## config.mk

```make
export PLATFORM = sky130hd
export DESIGN_NAME = cla_addsub28_pipe
export DESIGN_NICKNAME = d
export VERILOG_FILES = /design/src/rtl/cla_pkg.sv /design/src/rtl/cla_grp_pg.sv /design/src/rtl/cla_addsub28_pipe.sv
export SDC_FILE = /design/constraint.sdc
export NUM_CORES = 1
export LEC_CHECK = 0
export ABC_AREA = 1
export BUFFER_PORTS_ARGS = -buffer_cell sky130_fd_sc_hd__buf_2
export CAP_MARGIN = 25
export CORE_MARGIN = 4
export CORE_UTILIZATION = 25
export DETAILED_ROUTE_END_ITERATION = 12
export GPL_ROUTABILITY_DRIVEN = 0
export PLACE_DENSITY = 0.47
export SETUP_SLACK_MARGIN = 0.1
export SYNTH_ARGS = -nofsm -noshare
export SYNTH_HDL_FRONTEND = slang
export SYNTH_SLANG_ARGS = --single-unit
```

## constraint.sdc

```tcl
create_clock -name clk -period 3.1 [get_ports clk]
set_input_delay 0 -clock clk [delete_from_list [all_inputs] [get_ports clk]]
set_output_delay 0 -clock clk [all_outputs]
set_load 0.02 [all_outputs]
```

## src/rtl/cla_pkg.sv

```systemverilog
// Shared constants and the stage-1 pipeline record for the 28-bit
// carry-lookahead adder/subtractor.
package cla_pkg;

    localparam int CLA_WIDTH = 28;
    localparam int CLA_GRP   = 4;
    localparam int CLA_NGRP  = CLA_WIDTH / CLA_GRP;

    typedef struct packed {
        logic [CLA_WIDTH-1:0] a;
        logic [CLA_WIDTH-1:0] p;
        logic [CLA_WIDTH-1:0] g;
        logic [CLA_NGRP-1:0]  gp;
        logic [CLA_NGRP-1:0]  gg;
        logic                 cin;
        logic                 sub;
    } s1_t;

endpackage

```

## src/rtl/cla_grp_pg.sv

```systemverilog
// One lookahead group: per-bit propagate/generate plus the group-level
// propagate and generate terms.
module cla_grp_pg #(
    parameter int GRP = 4
) (
    input  logic [GRP-1:0] a,
    input  logic [GRP-1:0] b,
    output logic [GRP-1:0] p,
    output logic [GRP-1:0] g,
    output logic           gp,
    output logic           gg
);

    always_comb begin
        p  = a ^ b;
        g  = a & b;
        gp = &p;
        gg = 1'b0;
        for (int i = 0; i < GRP; i++) begin
            gg = g[i] | (p[i] & gg);
        end
    end

endmodule

```

## src/rtl/cla_addsub28_pipe.sv

```systemverilog
// Two-stage pipelined carry-lookahead adder/subtractor with valid/ready on
// both sides: stage 1 captures P/G and group terms, stage 2 resolves carries.
module cla_addsub28_pipe
    import cla_pkg::*;
#(
    parameter int WIDTH = CLA_WIDTH,
    parameter int GRP   = CLA_GRP
) (
    input  logic             clk,
    input  logic             rst,
    input  logic             in_valid,
    output logic             in_ready,
    input  logic [WIDTH-1:0] in_a,
    input  logic [WIDTH-1:0] in_b,
    input  logic             in_sub,
    output logic             out_valid,
    input  logic             out_ready,
    output logic [WIDTH-1:0] out_sum,
    output logic             out_cout,
    output logic             out_neg,
    output logic             out_zero
);

    localparam int NGRP = WIDTH / GRP;

    logic [WIDTH-1:0] bx;
    logic [WIDTH-1:0] p_n;
    logic [WIDTH-1:0] g_n;
    logic [NGRP-1:0]  gp_n;
    logic [NGRP-1:0]  gg_n;

    s1_t  s1_q;
    logic s1_valid;
    logic s1_adv;
    logic s2_adv;
    logic accept;

    logic [NGRP:0]    gc;
    logic [WIDTH-1:0] sum_n;
    logic             cout_n;
    logic             carry;
    logic             unused_a;

    assign bx = in_b ^ {WIDTH{in_sub}};

    for (genvar k = 0; k < NGRP; k++) begin : g_pg
        cla_grp_pg #(.GRP(GRP)) u_pg (
            .a  (in_a[k*GRP +: GRP]),
            .b  (bx[k*GRP +: GRP]),
            .p  (p_n[k*GRP +: GRP]),
            .g  (g_n[k*GRP +: GRP]),
            .gp (gp_n[k]),
            .gg (gg_n[k])
        );
    end

    // in_ready looks only at pipeline state, never at in_valid.
    assign s2_adv   = (out_valid & out_ready) | ~out_valid;
    assign s1_adv   = s1_valid & s2_adv;
    assign in_ready = ~s1_valid | s2_adv;
    assign accept   = in_valid & in_ready;

    always_ff @(posedge clk or posedge rst) begin
        if (rst) begin
            s1_valid <= 1'b0;
        end else if (in_ready) begin
            s1_valid <= in_valid;
        end
    end

    always_ff @(posedge clk) begin
        if (accept) begin
            s1_q <= '{a: in_a, p: p_n, g: g_n, gp: gp_n, gg: gg_n,
                      cin: in_sub, sub: in_sub};
        end
    end

    always_comb begin
        gc     = '0;
        sum_n  = '0;
        carry  = 1'b0;
        gc[0]  = s1_q.cin;
        for (int k = 0; k < NGRP; k++) begin
            gc[k+1] = s1_q.gg[k] | (s1_q.gp[k] & gc[k]);
        end
        // Ripple inside each group, restarting from the lookahead carry-in.
        for (int i = 0; i < WIDTH; i++) begin
            if (i % GRP == 0) begin
                carry = gc[i/GRP];
            end
            sum_n[i] = s1_q.p[i] ^ carry;
            carry    = s1_q.g[i] | (s1_q.p[i] & carry);
        end
        cout_n = gc[NGRP];
    end

    // Operand A rides along in stage 1 but the sum is fully resolved from P/G.
    assign unused_a = ^s1_q.a;

    always_ff @(posedge clk or posedge rst) begin
        if (rst) begin
            out_valid <= 1'b0;
            out_sum   <= '0;
            out_cout  <= 1'b0;
            out_neg   <= 1'b0;
            out_zero  <= 1'b0;
        end else begin
            if (s2_adv) begin
                out_valid <= s1_valid;
            end
            if (s1_adv) begin
                out_sum  <= sum_n;
                out_cout <= cout_n;
                out_neg  <= s1_q.sub & ~cout_n;
                out_zero <= ~|sum_n;
            end
        end
    end

endmodule

```

== After elaboration in Yosys (flattened, before gate mapping) ==
Index checks and enable logic that the tools add are counted.
Widths: inputs -> output; s select.

* Flip-flop bits (word level): 103
* Output and inout port bits: 33
* Logic and storage cells: 170

* Bitwise gates (word level): 150
* Reduce and logical (&&, ||, !) cells: 9

{| class="wikitable"
|+ Operator list
! operator !! number
|-
| $and 1x1->1 || 53
|-
| $or 1x1->1 || 51
|-
| $and 4x4->4 || 7
|-
| $reduce_and 4->1 || 7
|-
| $reduce_or 28->1 || 1
|-
| $xor 1x1->1 || 28
|-
| $xor 28x28->28 || 1
|-
| $xor 4x4->4 || 7
|-
| $not 1->1 || 3
|-
| $logic_not 1->1 || 1
|}

== Depth between registers and ports, before layout ==
Gate-level depths: netlist of the first run.

* Depth after elaboration: 21
* Gate-level depth with buffers: 23
* Mapped depth without buffers: 23

== Modules after synthesis ==
Synthesis of the first run repeated with hierarchy kept, for this count alone.

* Cells, all modules: 407
* Area total of the unflattened synthesis: 4698.3 sq um

{| class="wikitable"
|+ By module, submodules not included
! module !! cells each !! times used !! sequential area each (sq um) !! area each (sq um)
|-
| cla_addsub28_pipe || 309 || 1 || 2747.6 || 4023.9
|-
| cla_grp_pg || 14 || 7 || 0.0 || 96.3
|}

== Worst setup path after synthesis of the first run ==
Ideal clock, no wire load.

* Path type: flip-flop to flip-flop
* Start point: reg, netlist name s1_q[0]
* End point: reg out_zero
* Cell stages (with the launch flop): 24
* Clock period less this slack: 2.924 ns
* Buffers on the path: 0
* Setup slack: 0.176 ns
* Arrival: 2.847 ns
* Library setup time: 0.076 ns
* Cells stage by stage: edfxtp_1 > nand2_1 > nand2_2 > nand2_2 > nand2_2 > nand2_2 > nand2_2 > nand2_2 > nand2_2 > nand2_2 > nand2_2 > nand2_2 > nand2_2 > ha_1 > or2_2 > ha_1 > or2_2 > ha_1 > nor2_1 > xor2_1 > nand4_1 > nor3_1 > nand4_1 > o21ai_1

{| class="wikitable"
|+ RTL lines
! item !! RTL line !! source
|-
| to (signal assigned) || cla_addsub28_pipe.sv:115 || <nowiki>out_zero <= ~|sum_n;</nowiki>
|-
| to (decl) || cla_addsub28_pipe.sv:21 || <nowiki>output logic out_zero</nowiki>
|}

==> flow_summary.toml, run 1 <==
[outcome]
outcome = "finished clean"

[clock_tree]
h-tree-depth = 3
cts_root_buffer = "clkbuf_16"
clock-sinks = 97
clock_latency_ns = 0.35
clockBufferDepth = 2
cts_buffers = 9
clk_pin_slew_worst_paths_ns = 0.06
cts_tree = "yes"

[global_route]
grt_usage = 0.1066
grt-ovfl-total = 0
grt_pass1_wl_um = 16880
grt_pass1_vias = 3329
antenna_found_initial = 0
grt_max_degree = 37

[pwr]
pwr-share-seq = 0.455
power.leakage_nw = 2.797
swShare = 0.3142
ir_worst_vdd_mv = 0.2545
p_switching_mw = 1.239
p_clk_frac = 0.270
power_frac_comb = 0.275
power.density_mw_per_mm2 = 645.6
intPower_mw = 2.706

[die]
die_w_um = 144.2
ioPinCount = 94
start_util = 0.2565
rows = 49
coreArea_mm2 = 0.01809
die_h_um = 144.2
die-area_mm2 = 0.02080

[worst_setup_path]
reg2reg_depth = 20
cp.required_ns = 3.36
path_class = "reg -> reg"
rrSetupSlack_ns = 0.17
endpoint_kind = "flop"
critPathLaunchType = "flop"
critPathMaxFanout = 2
r2r_start = "s1_q[0]"
worstPathArrival_ns = 3.19
reg2reg_to = "out_zero"

[cells_and_area]
design_area_mm2 = 0.006111
fin_nets = 634
ff_latch_area_mm2 = 0.002748
diodes = 0
n_fill_cell = 1787
synthToLayoutAreaGrowth_pct = 31.72
multi_input_area_mm2 = 0.001824
final_core_util = 0.3379
drive_above_1_share = 0.3157

[sta]
worst_pin_slew_ns = 0.8102
hold_viol = 0
grt_setup_unrepaired = "yes"
min_period_over_period = 0.9446
slew_viol_final = 0
slew_headroom = 0.4599
fmax_mhz = 341.5
setup_viol = 0
min_period_ns = 2.928
skew_ns = 0.005360

[routing]
drc = 0
drt-pass1-iter-count = 4
ant_nets = 0
viasPerCell = 4.140
wire_per_inst_um = 13.56
drt-total-wl_um = 10280
drt_iter0_markers = 113
num_vias = 3138

[synthesis]
synth_area_leaders = "edfxtp_1, dfrtp_1, ha_1"
ys_ff_latch = 97
yosysTopAreaCell = "edfxtp_1"
synthCells = 391
syn-num-nets = 501
ys_types = 24
yosysSeqAreaShare = 0.5922
synth_area_mm2 = 0.004639
syn_area_per_cell_um2 = 11.87
ys_warn_count = 0
yosysTopAreaCellShare = 0.4142

[placed_design]
hpwlAfterDp_um = 7792
port_buffers = 93
placed_cell_area_mm2 = 0.005445

[job]
cap_violations = 0

[hold_path]
worstHoldEndpoint = "s1_q[68]"
hp-start = "in_a[24]"
hold_path_class = "in -> reg"
hold_path_depth = 2
## logic make-up (layout without fill, tap and decap cells)
kind of cell	count (synthesis)	after routing	share of synthesized area
AO/OA/AOI/OAI	42	42	0.04801
XOR/XNOR	35	35	0.06607
adder cells (fa/ha/maj)	49	49	0.1321
buffers and inverters	48	186	0.04207
flip-flops	97	97	0.5922
AND/OR/NAND/NOR	120	120	0.1195
## metal layers
metal,share of wire,track usage,vias up
li1,-,-,1598
met1,0.44,0.1321,1455
met2,0.48,0.1766,75
met3,0.062,0.03472,10
met4,0.012,0.03436,0
met5,0,0,-
## flip-flops by register name (all words and copies together), names as in the netlist
register / count
out_cout: 1
out_neg: 1
s1_valid: 1
s1_q: 64
out_sum: 28
out_valid: 1
out_zero: 1
## cell usage after synthesis
| cell | instances |
|---|---|
| nor3_1 | 7 |
| nor4_1 | 1 |
| nand2_1 | 64 |
| a21oi_1 | 14 |
| xor2_1 | 34 |
| nand4_1 | 6 |
| o21ai_0 | 5 |
| o31ai_1 | 5 |
| nand3_1 | 3 |
| xnor2_1 | 1 |
| nor2_1 | 10 |
| nand2_2 | 12 |
| o21ai_1 | 18 |
| or2_1 | 2 |
| or2_2 | 14 |
| clkinv_4 | 1 |
| dfrtp_1 | 33 |
| buf_2 | 8 |
| inv_2 | 6 |
| inv_1 | 32 |
| edfxtp_1 | 64 |
| clkbuf_1 | 1 |
| ha_1 | 49 |
| nand3b_1 | 1 |
## layout by cell type (no fill, tap or decap), drive strengths merged, types with 4 or more instances in the layout
master       count
nand2           76
o31ai            5
nand4            6
dlygate4sd3     23
xor2            34
o21ai           23
clkinv           4
or2             16
buf            108
ha              49
inv             38
clkbuf          12
nor3             7
a21oi           14
nor2            10
edfxtp          64
dfrtp           33
## through the flow
step                      setup WS (ns)  setup TNS [ns]  hold slack (ns)  total power, mW  std cells
after floorplan                  0.1763               0          0.09887            2.428        391
after global placement          0.01461               0           0.1339            2.837        715
after detailed placement       -0.07688        -0.07688           0.1503            2.850        715
after CTS                        0.1006               0        0.0004594            3.995        756
after global routing           -0.07703        -0.07703         0.002770            4.234        758
final                            0.1718               0          0.01597            3.945        758
## power groups by stage
stage / sequential [mW] / combinational [mW] / clock (mW)
after floorplan: 1.96 / 0.465 / 0
after global placement: 1.81 / 1.02 / 0
after detailed placement: 1.81 / 1.04 / 0
after CTS: 1.80 / 1.09 / 1.11
after global routing: 1.82 / 1.24 / 1.18
final: 1.80 / 1.08 / 1.07
## repair_timing
action	in CTS	in global routing
hold buffers	23	0
hold endpoints to repair	62	0
endpoints found under the setup margin	1	1
buffers inserted	2	2
pin swaps	14	12
gates resized for setup	19	7
## area by class of cell
type                       count  area share
clock inverter                 4    0.007166
sequential                    97      0.4496
multi-input combinational    246      0.2985
timing repair buffer         131      0.1343
tap                          229     0.04689
inverter                      39     0.02477
clock buffer                  12     0.03870
## worst max path at each step
| stage | startpoint | end | depth (start not counted) | slack [ns] |
|---|---|---|---|---|
| after floorplan | s1_q[0] | out_zero | 23 | 0.18 |
| after global placement | s1_q[0] | out_zero | 23 | 0.01 |
| after detailed placement | s1_q[0] | out_zero | 23 | -0.08 |
| after CTS | s1_q[0] | out_zero | 22 | 0.10 |
| after global routing | s1_q[0] | out_zero | 23 | -0.08 |
| final | s1_q[0] | out_zero | 20 | 0.17 |
## worst max-delay path, cell delays in order, from the launching register on
cell	delay, ns
edfxtp_1	0.38
nand2_1	0.09
nand2_2	0.06
nand2_2	0.07
nand2_2	0.05
nand2_2	0.05
nand2_2	0.05
nand2_2	0.05
nand2_2	0.05
buf_4	0.13
ha_1	0.16
or2_2	0.29
ha_2	0.17
or2_4	0.23
ha_4	0.16
nor2_2	0.09
xor2_1	0.18
nand4_1	0.16
nor3_2	0.21
nand4_1	0.09
o21ai_1	0.12
No activity file was read; power rests on OpenSTA's default activity.
==> run 2: changes to the inputs <==
--- a/config.mk
+++ b/config.mk
@@ -8,11 +8,13 @@
 export ABC_AREA = 1
 export BUFFER_PORTS_ARGS = -buffer_cell sky130_fd_sc_hd__buf_2
 export CAP_MARGIN = 25
+export CELL_PAD_IN_SITES_DETAIL_PLACEMENT = 1
+export CELL_PAD_IN_SITES_GLOBAL_PLACEMENT = 1
 export CORE_MARGIN = 4
 export CORE_UTILIZATION = 25
 export DETAILED_ROUTE_END_ITERATION = 12
 export GPL_ROUTABILITY_DRIVEN = 0
-export PLACE_DENSITY = 0.47
+export PLACE_DENSITY = 0.56
 export SETUP_SLACK_MARGIN = 0.1
 export SYNTH_ARGS = -nofsm -noshare
 export SYNTH_HDL_FRONTEND = slang
==> constraint.sdc (replaced) <==
create_clock -name clk -period 3.1 [get_ports clk]
set_input_delay 0 -clock clk [delete_from_list [all_inputs] [get_ports clk]]
set_output_delay 0 -clock clk [all_outputs]
set_load 0.1 [all_outputs]
==> run 2 against run 1 <==
Non-clock buffer count shrank 4. Register-to-register slack is essentially flat. Clock skew is essentially flat. Sequential power is essentially flat. Core utilization shrank 0.20 points. Highest routed layer unchanged. Wire length grew 11%. Cell count shrank 0.53%. Critical path depth shrank 2. Die area is the same. Critical endpoint unchanged. Largest power group is now combinational cells.
==> flow_summary.toml, run 2 (same netlist as run 1, synthesis figures left out) <==
[outcome]
outcome = "finished clean"

[clock_tree]
clock-sinks = 97
cts_tree = "yes"
clock_latency_ns = 0.34
cts_root_buffer = "clkbuf_16"
h-tree-depth = 3
clockBufferDepth = 2
cts_buffers = 9
clk_pin_slew_worst_paths_ns = 0.06

[hold_path]
hold_path_class = "in -> reg"

[pwr]
power_mw = 4.907
p_switching_mw = 2.187
pwr-share-seq = 0.366
ir_worst_vdd_mv = 0.5669
swShare = 0.4456
power.density_mw_per_mm2 = 807.8
intPower_mw = 2.720
power.leakage_nw = 2.776
p_clk_frac = 0.224
power_frac_comb = 0.409

[worst_setup_path]
endpoint_kind = "flop"
path_class = "reg -> reg"
critPathLaunchType = "flop"
critPathMaxFanout = 2
cp.required_ns = 3.36
worstPathArrival_ns = 3.19

[routing]
drt-total-wl_um = 11360
wire_per_inst_um = 15.06
viasPerCell = 4.259
ant_nets = 0
num_vias = 3211
drt-pass1-iter-count = 4
drc = 0
drt_iter0_markers = 114

[sta]
setup_ws_ns = 0.1665
skew_ns = 0.005071
fin_tns_setup_ns = 0
hold_viol = 0
grt_setup_unrepaired = "yes"
holdWs_ns = 0.01033
fmax_mhz = 340.9
slew_viol_final = 0
setup_viol = 0
min_period_ns = 2.934
slew_headroom = 0.5032
worst_pin_slew_ns = 0.7426
min_period_over_period = 0.9463

[global_route]
grt-ovfl-total = 0
grt_usage = 0.1156
antenna_found_initial = 0
grt_max_degree = 38
grt_pass1_vias = 3530
grt_pass1_wl_um = 18270

[die]
die-area_mm2 = 0.02080
die_w_um = 144.2
die_h_um = 144.2
ioPinCount = 94
rows = 49
start_util = 0.2565
coreArea_mm2 = 0.01809

[cells_and_area]
largest_register = "s1_q"
reg_top3 = "s1_q (64), out_sum (28)"
stdcell_count = 754
layout_common_cells = "buf_2, edfxtp_1, nand2_1, ha_1"
drive_above_1_share = 0.3257
final_core_util = 0.3359
diodes = 0
synthToLayoutAreaGrowth_pct = 30.93
layout_commonest_cell = "buf_2"
design_area_mm2 = 0.006075
largest_reg_flops = 64
fin_nets = 630
n_fill_cell = 2004

[placed_design]
placed_cell_area_mm2 = 0.005463
dpl_worst_slack_ns = -0.1260
dpl.cell_count = 716
port_buffers = 93
hpwlAfterDp_um = 8898

[job]
cap_violations = 0
[run 2: changes by cell type in the layout (fill, tap and decap cells not counted), sizes merged]
cell,before,now
dlygate4sd3,23,18
buf,108,109
clkinvlp,0,1
inv,38,37
[run 2: final cells by class]
cell class              count  area (um2)  share of cell area
clock buffers              12       246.5             0.04058
clock inverters             4       42.54            0.007003
inverters                  39       155.1             0.02554
multi-input cells         246        1817              0.2991
flip-flops and latches     97        2749              0.4525
well taps                 229       286.5             0.04717
repair buffers            127       778.2              0.1281
[run 2: final timing paths]
path | start | endpoint | slack, ns | cells after the start
setup / recovery | s1_q[0] | out_zero | 0.17 | 18
hold / removal | in_a[14] | s1_q[58] | 0.01 | 2
setup reg to reg | s1_q[0] | out_zero | 0.17 | 18
hold reg to reg | out_sum[14] | out_sum[14] | 0.48 | 2
max in group asynchronous | rst | out_valid | 2.44 | 4
min in group asynchronous | rst | out_sum[12] | 0.32 | 4
[run 2: power by group through the flow]
stage / clock network [mW] / registers [mW] / logic, mW
finish: 1.10 / 1.80 / 2.01
global route: 1.20 / 1.83 / 2.15
CTS: 1.14 / 1.81 / 2.04
detailed placement: 0 / 1.82 / 1.97
global placement: 0 / 1.81 / 1.94
floorplan: 0 / 2.85 / 0.476
[run 2: metal layers]
layer / wire length, um / track usage
met1: 4873 / 0.1380
met2: 5930 / 0.2068
met3: 415 / 0.02348
met4: 139 / 0.04026
met5: 0 / 0
[run 2: what timing repair did]
item | 4_1_cts | 5_1_grt
setup endpoints to repair | 1 | 1
pin swaps | 23 | 2
gates resized for setup | 23 | 2
hold buffers | 17 | 1
hold endpoints to repair | 54 | 1
buffers inserted | 4 | 0
cloned | 0 | 0
[run 2: critical path: stages, from the launching register on]
cell	delay [ns]
edfxtp_1	0.38
nand2_1	0.09
nand2_2	0.07
nand2_2	0.06
nand2_2	0.07
nand2_2	0.06
nand2_2	0.07
buf_4	0.14
ha_1	0.17
or2_2	0.27
ha_1	0.17
or2_2	0.27
ha_1	0.18
nor2_1	0.13
xnor2_1	0.10
nor4_1	0.28
buf_4	0.18
nand4_1	0.06
o21ai_1	0.12
